<file path="src/rtl/adc_avg_decimator.sv">
// ---------------------------------------------------------------------------
// adc_avg_decimator
//   Block-averages 2^L consecutive signed ADC samples into one output sample
//   (boxcar decimation by 2^L) and frames the output stream with tlast every
//   cfg_frame_len outputs.
//
// Ports
//   aclk, aresetn   clock, asynchronous active-low reset
//   cfg_enable      1 = average and emit, 0 = drop input and clear accumulation
//   cfg_log2_avg    averaging exponent L (clamped to MAX_LOG2)
//   cfg_frame_len   outputs per frame (0 behaves as 1)
//   s_axis_*        32-bit conversion words, sample in [IN_WIDTH-1:0]
//   m_axis_*        averaged sample, sign-extended to 32 bits, framed by tlast
//   overrun         sticky: a closing sample was stalled by a full output reg
// ---------------------------------------------------------------------------
module adc_avg_decimator #(
   parameter int IN_WIDTH = 24,
   parameter int MAX_LOG2 = 8
) (
   input  logic        aclk,
   input  logic        aresetn,
   input  logic        cfg_enable,
   input  logic [3:0]  cfg_log2_avg,
   input  logic [15:0] cfg_frame_len,
   input  logic [31:0] s_axis_tdata,
   input  logic        s_axis_tvalid,
   output logic        s_axis_tready,
   output logic [31:0] m_axis_tdata,
   output logic        m_axis_tvalid,
   input  logic        m_axis_tready,
   output logic        m_axis_tlast,
   output logic        overrun
);

   localparam int ACC_W = IN_WIDTH + MAX_LOG2;
   localparam int CNT_W = (MAX_LOG2 > 0) ? MAX_LOG2 : 1;

   logic [3:0]              l_lat;
   logic [CNT_W-1:0]        cnt;
   logic signed [ACC_W-1:0] acc;
   logic [15:0]             frame_cnt;
   logic [15:0]             frame_len_lat;

   logic [3:0]              l_cfg;
   logic [3:0]              l_eff;
   logic [CNT_W-1:0]        block_max;
   logic                    block_last;
   logic                    accept;
   logic                    close_blk;
   logic signed [ACC_W-1:0] x_ext;
   logic signed [ACC_W-1:0] sum;
   logic signed [ACC_W-1:0] avg;
   logic [31:0]             result;
   logic [15:0]             frame_len_eff;
   logic                    frame_end;
   logic                    unused_bits;

   assign l_cfg = (cfg_log2_avg > 4'(MAX_LOG2)) ? 4'(MAX_LOG2) : cfg_log2_avg;

   // The first sample of a block is the one that latches L, so that sample
   // must already be judged against the incoming configuration (L=0 closes
   // the block on its very first sample).
   assign l_eff      = (cnt == '0) ? l_cfg : l_lat;
   assign block_max  = CNT_W'((32'd1 << l_eff) - 32'd1);
   assign block_last = (cnt == block_max);

   assign s_axis_tready = cfg_enable ? !(block_last && m_axis_tvalid && !m_axis_tready) : 1'b1;
   assign accept        = s_axis_tvalid && s_axis_tready;
   assign close_blk     = cfg_enable && accept && block_last;

   assign x_ext  = {{MAX_LOG2{s_axis_tdata[IN_WIDTH-1]}}, s_axis_tdata[IN_WIDTH-1:0]};
   assign sum    = ((cnt == '0) ? '0 : acc) + x_ext;
   assign avg    = sum >>> l_eff;
   // The average of IN_WIDTH-bit samples always fits in IN_WIDTH bits.
   assign result = {{(32-IN_WIDTH){avg[IN_WIDTH-1]}}, avg[IN_WIDTH-1:0]};

   // Frame length is captured at the start of each frame; the first output of
   // a frame must therefore use the live configuration.
   assign frame_len_eff = (frame_cnt == 16'd0) ?
                          ((cfg_frame_len == 16'd0) ? 16'd1 : cfg_frame_len) :
                          frame_len_lat;
   assign frame_end     = (frame_cnt == frame_len_eff - 16'd1);

   assign unused_bits = &{1'b0, s_axis_tdata[31:IN_WIDTH], avg[ACC_W-1:IN_WIDTH]};

   // NOTE: state uses non-blocking assignments so every flop samples the
   // pre-edge values of the others, independent of statement order.
   always_ff @(posedge aclk or negedge aresetn) begin
      if (!aresetn) begin
         l_lat         <= '0;
         cnt           <= '0;
         acc           <= '0;
         frame_cnt     <= '0;
         frame_len_lat <= '0;
         m_axis_tdata  <= '0;
         m_axis_tvalid <= 1'b0;
         m_axis_tlast  <= 1'b0;
         overrun       <= 1'b0;
      end else begin
         if (s_axis_tvalid && !s_axis_tready)
            overrun <= 1'b1;

         if (!cfg_enable) begin
            cnt       <= '0;
            acc       <= '0;
            frame_cnt <= '0;
         end else if (accept) begin
            if (cnt == '0)
               l_lat <= l_cfg;
            acc <= sum;
            cnt <= block_last ? '0 : cnt + 1'b1;
         end

         // A block can only close when the output reg is empty or draining
         // this cycle, so a load never overwrites an undelivered sample.
         if (close_blk) begin
            m_axis_tdata  <= result;
            m_axis_tvalid <= 1'b1;
            m_axis_tlast  <= frame_end;
            if (frame_cnt == 16'd0)
               frame_len_lat <= frame_len_eff;
            frame_cnt <= frame_end ? 16'd0 : frame_cnt + 16'd1;
         end else if (m_axis_tvalid && m_axis_tready) begin
            m_axis_tvalid <= 1'b0;
            m_axis_tlast  <= 1'b0;
         end
      end
   end

endmodule

</file>
<file path="config.mk">
export PLATFORM = sky130hd
export DESIGN_NAME = adc_avg_decimator
export DESIGN_NICKNAME = d
export VERILOG_FILES = /design/src/rtl/adc_avg_decimator.sv
export SDC_FILE = /design/constraint.sdc
export NUM_CORES = 1
export LEC_CHECK = 0
export ABC_AREA = 1
export ABC_CLOCK_PERIOD_IN_PS = 3800
export CAP_MARGIN = 20
export CELL_PAD_IN_SITES_DETAIL_PLACEMENT = 0
export CELL_PAD_IN_SITES_GLOBAL_PLACEMENT = 1
export CORE_MARGIN = 4
export CORE_UTILIZATION = 39
export DETAILED_ROUTE_END_ITERATION = 16
export PLACE_DENSITY_LB_ADDON = 0.1
export SLEW_MARGIN = 10
export SYNTH_ARGS = -nofsm -noshare
export SYNTH_HDL_FRONTEND = slang
export SYNTH_SLANG_ARGS = --single-unit
</file>
<file path="constraint.sdc">
create_clock -name aclk -period 3.8 [get_ports aclk]
set_input_delay 0.76 -clock aclk [delete_from_list [all_inputs] [get_ports aclk]]
set_output_delay 0.76 -clock aclk [all_outputs]
set_load 0.02 [all_outputs]
</file>
==> results.cfg, run 1 <==
[sta]
fin_ws_ns = 0.142
setup_viol = 0
report.final.hold_viol_count = 0
setup-tns-final_ns = 0
final.period_utilization_pct = 96.3
period_needed_ns = 3.66
max_clock_freq_mhz = 273
relative_max_transition_margin_pct = 50.7
max_slew_violation_count = 0
hold_slack_ns = 0.428
worst_pin_slew_ns = 0.740
timing.clock.skew_ns = 0.0145
setup_repair_after_global_routing_missed_its_margin = yes

[setup_path]
worstRegToRegCells = 21
worst-setup-path-type = reg2out
r2r_end = m_axis_tdata[15]
endpoint = s_axis_tready
critical_path.endpoint_type = output port
worst-endpoint-arrival_ns = 2.90
worst_setup_path_startpoint = cnt[6]
worst-endpoint-required_ns = 3.04
worst-path-max-fanout = 7
crit_path_start_kind = flop
regToRegStartpoint = cnt[6]
reg2reg_slack_ns = 0.25

[yosys]
synthDistinctLibCells = 38
syn_inst = 1566
synth.net_count = 1661
synth.cells.most_frequent = 554 x nand2_1, 286 x nand3_1, 159 x inv_1, 133 x nor2_1, 103 x dfrtp_1
synth.most_common_cell = nand2_1
mappedNetlistArea_um2 = 9460
synth_top_cell_by_area = dfrtp_1
synth-async-reset-ratio_pct = 100
postSynthAreaPerCell_um2 = 6.04
count_of_flip_flops_with_a_built_in_enable_after_synthesis = 0
ys_seq_area_share_pct = 27.3
synth-main-ff-cell = dfrtp_1
synth.top_cells.by_area = dfrtp_1 27%, nand2_1 22%, nand3_1 15%, inv_1 6.3%, nor2_1 5.3%
ys_warn_count = 0
synth_top_area_share_pct = 27.3
ys_ff_latch = 103

[clock_network]
htree_num_levels = 3
cts.sink_count = 103
cts_buffer_depth = 2
clkSlewWorstSetupHoldPaths_ns = 0.08
cts_root_buffer = clkbuf_16
cts_made_buffers = 9
cts_tree = done
clock_insertion_delay_worst_skew_ns = 0.36

[drt]
drtAntennaViolNets = 0
routedWlPerCell_um = 15.4
wl_met3_um = 1360
detail_route.vias_per_cell = 5.12
dr.max_layer_used = met4
wirelength_um = 30500
drt-initial-drc-count = 819
wl_met2_um = 13100
met1Wirelength_um = 15700
firstDrtPassIters = 5
detailroute.via_count = 10130
drc_errors = 0

[global_route]
global_route_wire_length_before_repair_um = 49700
overflow = 0
grt_start_max_net_pins = 54
gr-usage-all-layers_pct = 22.9
first_global_vias = 9569
antenna_found_initial = 0

[floorplan]
floorplan.die.width_um = 164
die_y_um = 164
core_area_um2 = 23700
initial_util_pct = 39.9
floorplan.die_area_um2 = 26800
placementRows = 56
io_pins = 93

[place]
placement.setup.worst_slack_ns = -0.371
port_buffers = 84
detailedPlacementHpwl_um = 24000
finalWeightedCongestion = 0.915

[power]
fin_total_pwr_uw = 3540
vdd_ir_drop_max_uv = 243
p_leak_uw = 0.00592
power.density_nw_per_um2 = 312

[cells_and_area]
area.growth.synth_to_final_pct = 20.1
post-route-util_pct = 47.9
finalNetCount = 1751
num-fill-cells = 2578
drive_gt1_share_pct = 8.85
antenna-diode-count = 0

[run_status]
outcome = complete, no violations

[run]
cap_viol_max_count = 0

[worst_hold_path]
min-delay-path-class = in2async
## metal layers
metal	GRT usage, %	up-vias
met5	0	-
met2	35.1	226
li1	-	5210
met3	2.43	29
met1	34.9	4665
met4	4.35	0
## stage by stage
stage | cells | cell area (µm²)
after floorplan | 1566 | 9460
after global placement | 1961 | 10800
after detailed placement | 1961 | 10800
after CTS | 1977 | 11100
after global routing | 1980 | 11400
final | 1980 | 11400
## state kept, by name, summed over array words and instances (netlist names)
| register | cells |
|---|---|
| acc | 32 |
| cnt | 8 |
| frame_cnt | 16 |
| frame_len_lat | 16 |
| l_lat | 4 |
| m_axis_tdata | 24 |
| m_axis_tlast | 1 |
| m_axis_tvalid | 1 |
| overrun | 1 |
## layout by cell type, fill, tap and decap left out, types with 2 or more instances in the layout
cell type	synthesis	routed
o21ai_0	64	61
nor4_1	3	3
dfrtp_1	103	103
buf_4	11	49
nand3_1	286	280
nand2_4	0	2
o21ai_2	1	2
a21oi_1	39	31
a22oi_1	2	2
nor2_4	4	5
nor2_1	133	126
nor3_1	12	11
clkbuf_16	0	10
o22ai_1	5	5
nand2_2	10	16
a21oi_2	0	7
xor2_1	35	34
inv_1	159	154
o21ai_1	12	14
nor2_2	6	12
ha_4	0	2
o21bai_1	3	3
nand3b_1	5	5
or2_2	2	2
and2_1	3	3
inv_2	6	11
clkdlybuf4s50_1	0	81
inv_8	0	2
xnor2_1	6	6
buf_12	0	5
ha_1	37	34
o211ai_1	2	2
nand2_1	554	546
nand4_1	7	7
nand3_2	2	7
## layout make-up
type	instances	area, µm²	area share [%]
well taps	319	399	3.52
multi-input cells	1239	6110	53.8
repair buffers	138	1330	11.7
clock inverters	7	90.1	0.793
inverters	165	619	5.45
clock buffers	9	225	1.98
flip-flops and latches	103	2580	22.7
## cells by family after synthesis
logic type | after synthesis | share of synthesized area (%)
AND/OR/NAND/NOR | 1028 | 46.4
buffers and inverters | 224 | 9.95
AO/OA/AOI/OAI | 132 | 7.49
flip-flops | 103 | 27.3
XOR/XNOR | 41 | 3.80
adder cells (fa/ha/maj) | 38 | 5.11
## timing repair
action | in CTS | in global routing
hold buffers | 0 | 0
gates resized for setup | 4 | 52
pin swaps | 0 | 17
setup buffers | 0 | 2
setup endpoints to repair | 1 | 25
cloned | 0 | 1
## worst min-delay path by stage
stage	startpoint	endpoint	slack (ns)
global placement	frame_len_lat[6]	frame_len_lat[6]	0.45
detailed placement	frame_len_lat[8]	frame_len_lat[8]	0.46
CTS	aresetn	acc[9]	0.46
global route	aresetn	acc[10]	0.49
finish	aresetn	acc[9]	0.43
floorplan	frame_len_lat[0]	frame_len_lat[0]	0.44
## where the power goes
part	total, µW	internal (µW)	switching [µW]
registers	1150	1140	14.7
clock network	1020	529	496
logic	1370	472	894
## worst max-delay path: stages, from the launching register on
cell	delay, ns
dfrtp_1	0.43
nor2_1	0.10
nand2_1	0.13
nor2_4	0.19
buf_8	0.18
o21ai_4	0.07
nor2_4	0.12
nand2_2	0.08
ha_4	0.24
xnor2_1	0.12
inv_1	0.07
nand3_2	0.06
nor2_2	0.10
nand2_1	0.06
nor2_2	0.13
nand2_2	0.08
nor2_4	0.12
nand4_1	0.09
buf_4	0.17
No activity file was read; power rests on OpenSTA's default activity.
==> inputs of run 2 (changes only) <==
Settings changed: HOLD_SLACK_MARGIN set to 0.06, MAX_ROUTING_LAYER set to met4.
==> results.cfg, run 2 (same netlist as run 1, synthesis figures left out) <==
[cells_and_area]
largest_register_ffs = 32
final_cell_area_um2 = 11500
biggest_regs = acc x32, m_axis_tdata x24
post-route-util_pct = 48.5
most-common-layout-cells = 544 x nand2_1, 270 x nand3_1, 154 x inv_1
area.growth.synth_to_final_pct = 21.5
mostFrequentLayoutCell = nand2_1
drive_gt1_share_pct = 9.83
registers.top_by_ff_count = acc
num-fill-cells = 2602
antenna-diode-count = 0
final_cells = 1987
finalNetCount = 1758

[sta]
timing.clock.skew_ns = 0.0124
report.final.hold_viol_count = 0
setup_repair_after_global_routing_missed_its_margin = yes
setup-tns-final_ns = 0
period_needed_ns = 3.65
setup_viol = 0
max_clock_freq_mhz = 274
relative_max_transition_margin_pct = 63.1
max_slew_violation_count = 0
worst_pin_slew_ns = 0.550
fin_ws_ns = 0.146
final.period_utilization_pct = 96.1

[floorplan]
initial_util_pct = 39.9
io_pins = 93
core_area_um2 = 23700
die_y_um = 164
placementRows = 56
floorplan.die.width_um = 164
floorplan.die_area_um2 = 26800

[global_route]
grt_start_max_net_pins = 42
gr-usage-all-layers_pct = 23.3
overflow = 0
first_global_vias = 9345
antenna_found_initial = 0
global_route_wire_length_before_repair_um = 48800

[drt]
drtAntennaViolNets = 0
wirelength_um = 30800
detailroute.via_count = 10051
drc_errors = 0
routedWlPerCell_um = 15.5
drt-initial-drc-count = 818
firstDrtPassIters = 7
detail_route.vias_per_cell = 5.06

[power]
power.density_nw_per_um2 = 314
p_leak_uw = 0.00598
vdd_ir_drop_max_uv = 260

[place]
detailedPlacementHpwl_um = 24200
area_after_dpl_um2 = 10900
placement.setup.worst_slack_ns = -0.375
placed_cells = 1965
port_buffers = 84
finalWeightedCongestion = 0.893

[setup_path]
worstRegToRegCells = 23
critical_path.endpoint_type = output port
regToRegStartpoint = cnt[1]
worst-endpoint-required_ns = 3.04
r2r_end = m_axis_tdata[21]
worst-path-max-fanout = 7
reg2reg_slack_ns = 0.26
worst-endpoint-arrival_ns = 2.89
crit_path_start_kind = flop
endpoint = s_axis_tready
worst-setup-path-type = reg2out
worst_setup_path_startpoint = cnt[1]

[clock_network]
clock_insertion_delay_worst_skew_ns = 0.37
cts_tree = done
cts_buffer_depth = 2
htree_num_levels = 3
cts.sink_count = 103
clkSlewWorstSetupHoldPaths_ns = 0.09
cts_root_buffer = clkbuf_16
cts_made_buffers = 9

[worst_hold_path]
min-delay-path-class = in2async

[run_status]
outcome = complete, no violations

[run]
cap_viol_max_count = 0
run 2: changes by cell type in the layout (fill, tap and decap cells not counted), moves of 2 or more:
cell / delta
nand3_1: -10
nand2_2: +2
o21ai_4: +2
nor2_2: -4
nand2_1: -2
nand3_2: +10
buf_4: +6
nor2_1: +3
run 2: layout make-up:
cell class	count	area (µm²)	share of cell area, %
clock inverters	7	88.8	0.773
well taps	319	399	3.47
repair buffers	145	1400	12.2
multi-input cells	1239	6190	53.8
clock buffers	9	225	1.96
inverters	165	619	5.39
flip-flops and latches	103	2580	22.4
run 2: how the worst min path moves through the flow:
stage | from | end | depth (start not counted) | slack [ns]
finish | aresetn | acc[8] | 1 | 0.36
global route | aresetn | acc[8] | 1 | 0.40
CTS | aresetn | acc[8] | 1 | 0.37
detailed placement | frame_len_lat[10] | frame_len_lat[10] | 2 | 0.46
global placement | overrun | overrun | 1 | 0.45
floorplan | frame_len_lat[0] | frame_len_lat[0] | 2 | 0.44
run 2: through the flow:
step	hold WS [ns]	total power, µW
6_report	0.359	3610
5_1_grt	0.404	3850
2_1_floorplan	0.442	2050
3_5_place_dp	0.459	2500
4_1_cts	0.375	3560
3_3_place_gp	0.451	2500
run 2: critical path, stage by stage, from the launching register on:
cell	delay, ns
dfrtp_1	0.40
inv_2	0.09
ha_4	0.15
nand3_4	0.07
nor2_4	0.14
buf_8	0.17
o21ai_4	0.08
nor2_4	0.11
nand2_2	0.07
ha_4	0.23
xnor2_1	0.11
inv_1	0.07
nand3_2	0.06
nor2_2	0.10
nand2_1	0.06
nor2_2	0.14
nand2_2	0.08
nor2_4	0.11
nand4_1	0.08
buf_4	0.17
run 2: report_power, final:
part           leakage [µW]  switching [µW]  internal [µW]
Sequential          0.00141            15.0           1140
Combinational       0.00442             923            494
Clock              0.000155             509            528
Total               0.00598            1450           2160
run 2: what timing repair did:
action                                  in CTS  in global routing
gates cloned                                 0                  1
setup buffers                                0                  5
endpoints found under the setup margin       1                 25
pin swaps                                    0                 26
hold buffers                                 0                  0
resized for setup                            4                 65
run 2: layer usage:
metal / GRT usage [%] / share of wire, %
met5: - / 0
met4: 4.04 / 1.1
met3: 2.51 / 4.2
met2: 35.0 / 43
met1: 34.5 / 51
==> variant: new RTL, config.mk and constraints of run 2 <==
Register the input `cfg_log2_avg` before use. The logic sees it one clock later. The other inputs are not delayed to match.
--- a/src/rtl/adc_avg_decimator.sv
+++ b/src/rtl/adc_avg_decimator.sv
@@ -35,6 +35,12 @@
    localparam int ACC_W = IN_WIDTH + MAX_LOG2;
    localparam int CNT_W = (MAX_LOG2 > 0) ? MAX_LOG2 : 1;
 
+   logic [3:0] cfg_log2_avg_q;
+
+   always_ff @(posedge aclk) begin
+      cfg_log2_avg_q <= cfg_log2_avg;
+   end
+
    logic [3:0]              l_lat;
    logic [CNT_W-1:0]        cnt;
    logic signed [ACC_W-1:0] acc;
@@ -55,7 +61,7 @@
    logic                    frame_end;
    logic                    unused_bits;
 
-   assign l_cfg = (cfg_log2_avg > 4'(MAX_LOG2)) ? 4'(MAX_LOG2) : cfg_log2_avg;
+   assign l_cfg = (cfg_log2_avg_q > 4'(MAX_LOG2)) ? 4'(MAX_LOG2) : cfg_log2_avg_q;
 
    // The first sample of a block is the one that latches L, so that sample
    // must already be judged against the incoming configuration (L=0 closes
Formal check against the unedited RTL: not equivalent (Yosys sat finds a counterexample within 4 cycles, from zero or initial values and one cycle with aresetn low).
==> variant against run 2 <==
Total power up 3.4%; routed wire length up 1.1%; via count up 3.4%; synthesized area up 2.7%; die area up 2.6%; worst setup slack worse by 0.013 ns; sequential cell count up 4; final area up 5.2%.
==> variant: results (changes against run 2) <==
[metrics] Final GP Congestion: 0.958 (was 0.893)
[metrics] Post-synth ARST share: 0.963 (was 1.00)
[metrics] wire length of the first global-routing pass: 51.4 mm (was 48.8 mm)
[metrics] post-layout power: 3.73 mW (was 3.61 mW)
[metrics] Starting DRT DRC Count: 763 (was 818)
[metrics] met1 global-route usage: 0.326 (was 0.345)
[metrics] average cell area after synthesis: 6.07 sq um (was 6.04 sq um)
[metrics] Cell Area, Placed: 0.0115 sq mm (was 0.0109 sq mm)
[metrics] via count of the first global-routing pass: 9902 (was 9345)
[metrics] Finished Layout Cells: 2074 (was 1987)
[metrics] Lkg Pwr: 6.39 nW (was 5.98 nW)
[metrics] combinational share of power: 0.392 (was 0.393)
[metrics] Synth cell types: 43 (was 38)
[metrics] reg-to-reg critical path endpoint: m_axis_tdata[15]$_DFFE_PN0P_ (was m_axis_tdata[21]$_DFFE_PN0P_)
[metrics] clock network power share: 0.286 (was 0.288)
[metrics] final period utilization: 0.965 (was 0.961)
[metrics] fraction of met3 tracks used by global routing: 0.0262 (was 0.0251)
[metrics] layout cells sized above 1: 0.124 (was 0.0983)
[metrics] met2 layer usage reported by global route: 0.365 (was 0.350)
[metrics] Cell Int Power: 2.28 mW (was 2.16 mW)
[metrics] Met2 Routed Length: 14.1 mm (was 13.4 mm)
[metrics] proportion of synthesized chip area in sequential cells: 0.274 (was 0.273)
[metrics] result of the run: completed (unchanged)
[metrics] routed length on met3: 1.26 mm (was 1.29 mm)
[metrics] setup slack at placement: 0.0304 ns (was -0.375 ns)
[metrics] top cells by area, synth: sky130_fd_sc_hd__dfrtp_1 27%, sky130_fd_sc_hd__nand2_1 21%, sky130_fd_sc_hd__nand3_1 14%, sky130_fd_sc_hd__inv_1 6.6%, sky130_fd_sc_hd__nor2_1 4.8% (was sky130_fd_sc_hd__dfrtp_1 27%, sky130_fd_sc_hd__nand2_1 22%, sky130_fd_sc_hd__nand3_1 15%, sky130_fd_sc_hd__inv_1 6.3%, sky130_fd_sc_hd__nor2_1 5.3%)
[metrics] Post-Synthesis Net Count: 1694 (was 1661)
[metrics] worst clock skew: 0.0140 ns (was 0.0124 ns)
[metrics] Peak VDD IR: 0.188 mV (was 0.260 mV)
[metrics] signal arrival time at the worst endpoint: 2.91 ns (was 2.89 ns)
[metrics] worst relative slew slack: 0.601 (was 0.631)
[metrics] 1st-pass router iterations: 5 (was 7)
[metrics] path depth of the worst reg2reg path: 22 (was 23)
## variant: cell types whose count changed in the layout (fill, tap and decap cells not counted), sizes merged, moves of 3 or more
cell,run 2,this run
buf,62,116
o21ai,78,94
nand3,288,274
inv,168,179
nand4,8,17
dfxtp,0,4
nor2,143,140
nor3,12,15
nor4,3,6
## variant: area by class of cell
cell class	instances	area, sq um	share of cell area
Inverter	176	662	0.0547
Clock buffer	9	225	0.0186
Clock inverter	7	103	0.00848
Tap cell	324	405	0.0335
Sequential cell	107	2660	0.220
Multi-Input combinational cell	1253	6270	0.519
Timing Repair Buffer	198	1770	0.146
## variant: cells by family (layout without fill, tap and decap cells)
group / Yosys count / in the layout / share of synthesized area
flip-flops: 107 / 107 / 0.274
buffers and inverters: 239 / 390 / 0.102
adder cells (fa/ha/maj): 38 / 38 / 0.0497
AO/OA/AOI/OAI: 150 / 150 / 0.0830
XOR/XNOR: 42 / 42 / 0.0379
AND/OR/NAND/NOR: 1023 / 1023 / 0.454
## variant: how the worst min path moves through the flow
stage / from / to / slack, ns / cells past startpoint
global route: aresetn / acc[21]$_DFFE_PN0P_ / 0.50 / 2
detailed placement: m_axis_tdata[6]$_DFFE_PN0P_ / m_axis_tdata[6]$_DFFE_PN0P_ / 0.47 / 2
CTS: aresetn / acc[20]$_DFFE_PN0P_ / 0.47 / 2
floorplan: aresetn / acc[0]$_DFFE_PN0P_ / 0.46 / 0
finish: aresetn / acc[20]$_DFFE_PN0P_ / 0.45 / 2
global placement: m_axis_tdata[15]$_DFFE_PN0P_ / m_axis_tdata[15]$_DFFE_PN0P_ / 0.47 / 2
## variant: repair_timing
item                                   4_1_cts  5_1_grt
setup buffers                                0        5
gates resized for setup                      4       55
pin swaps                                    1       20
hold buffers                                 0        0
setup endpoints to repair                    1       28
endpoints found under the hold margin        0        0
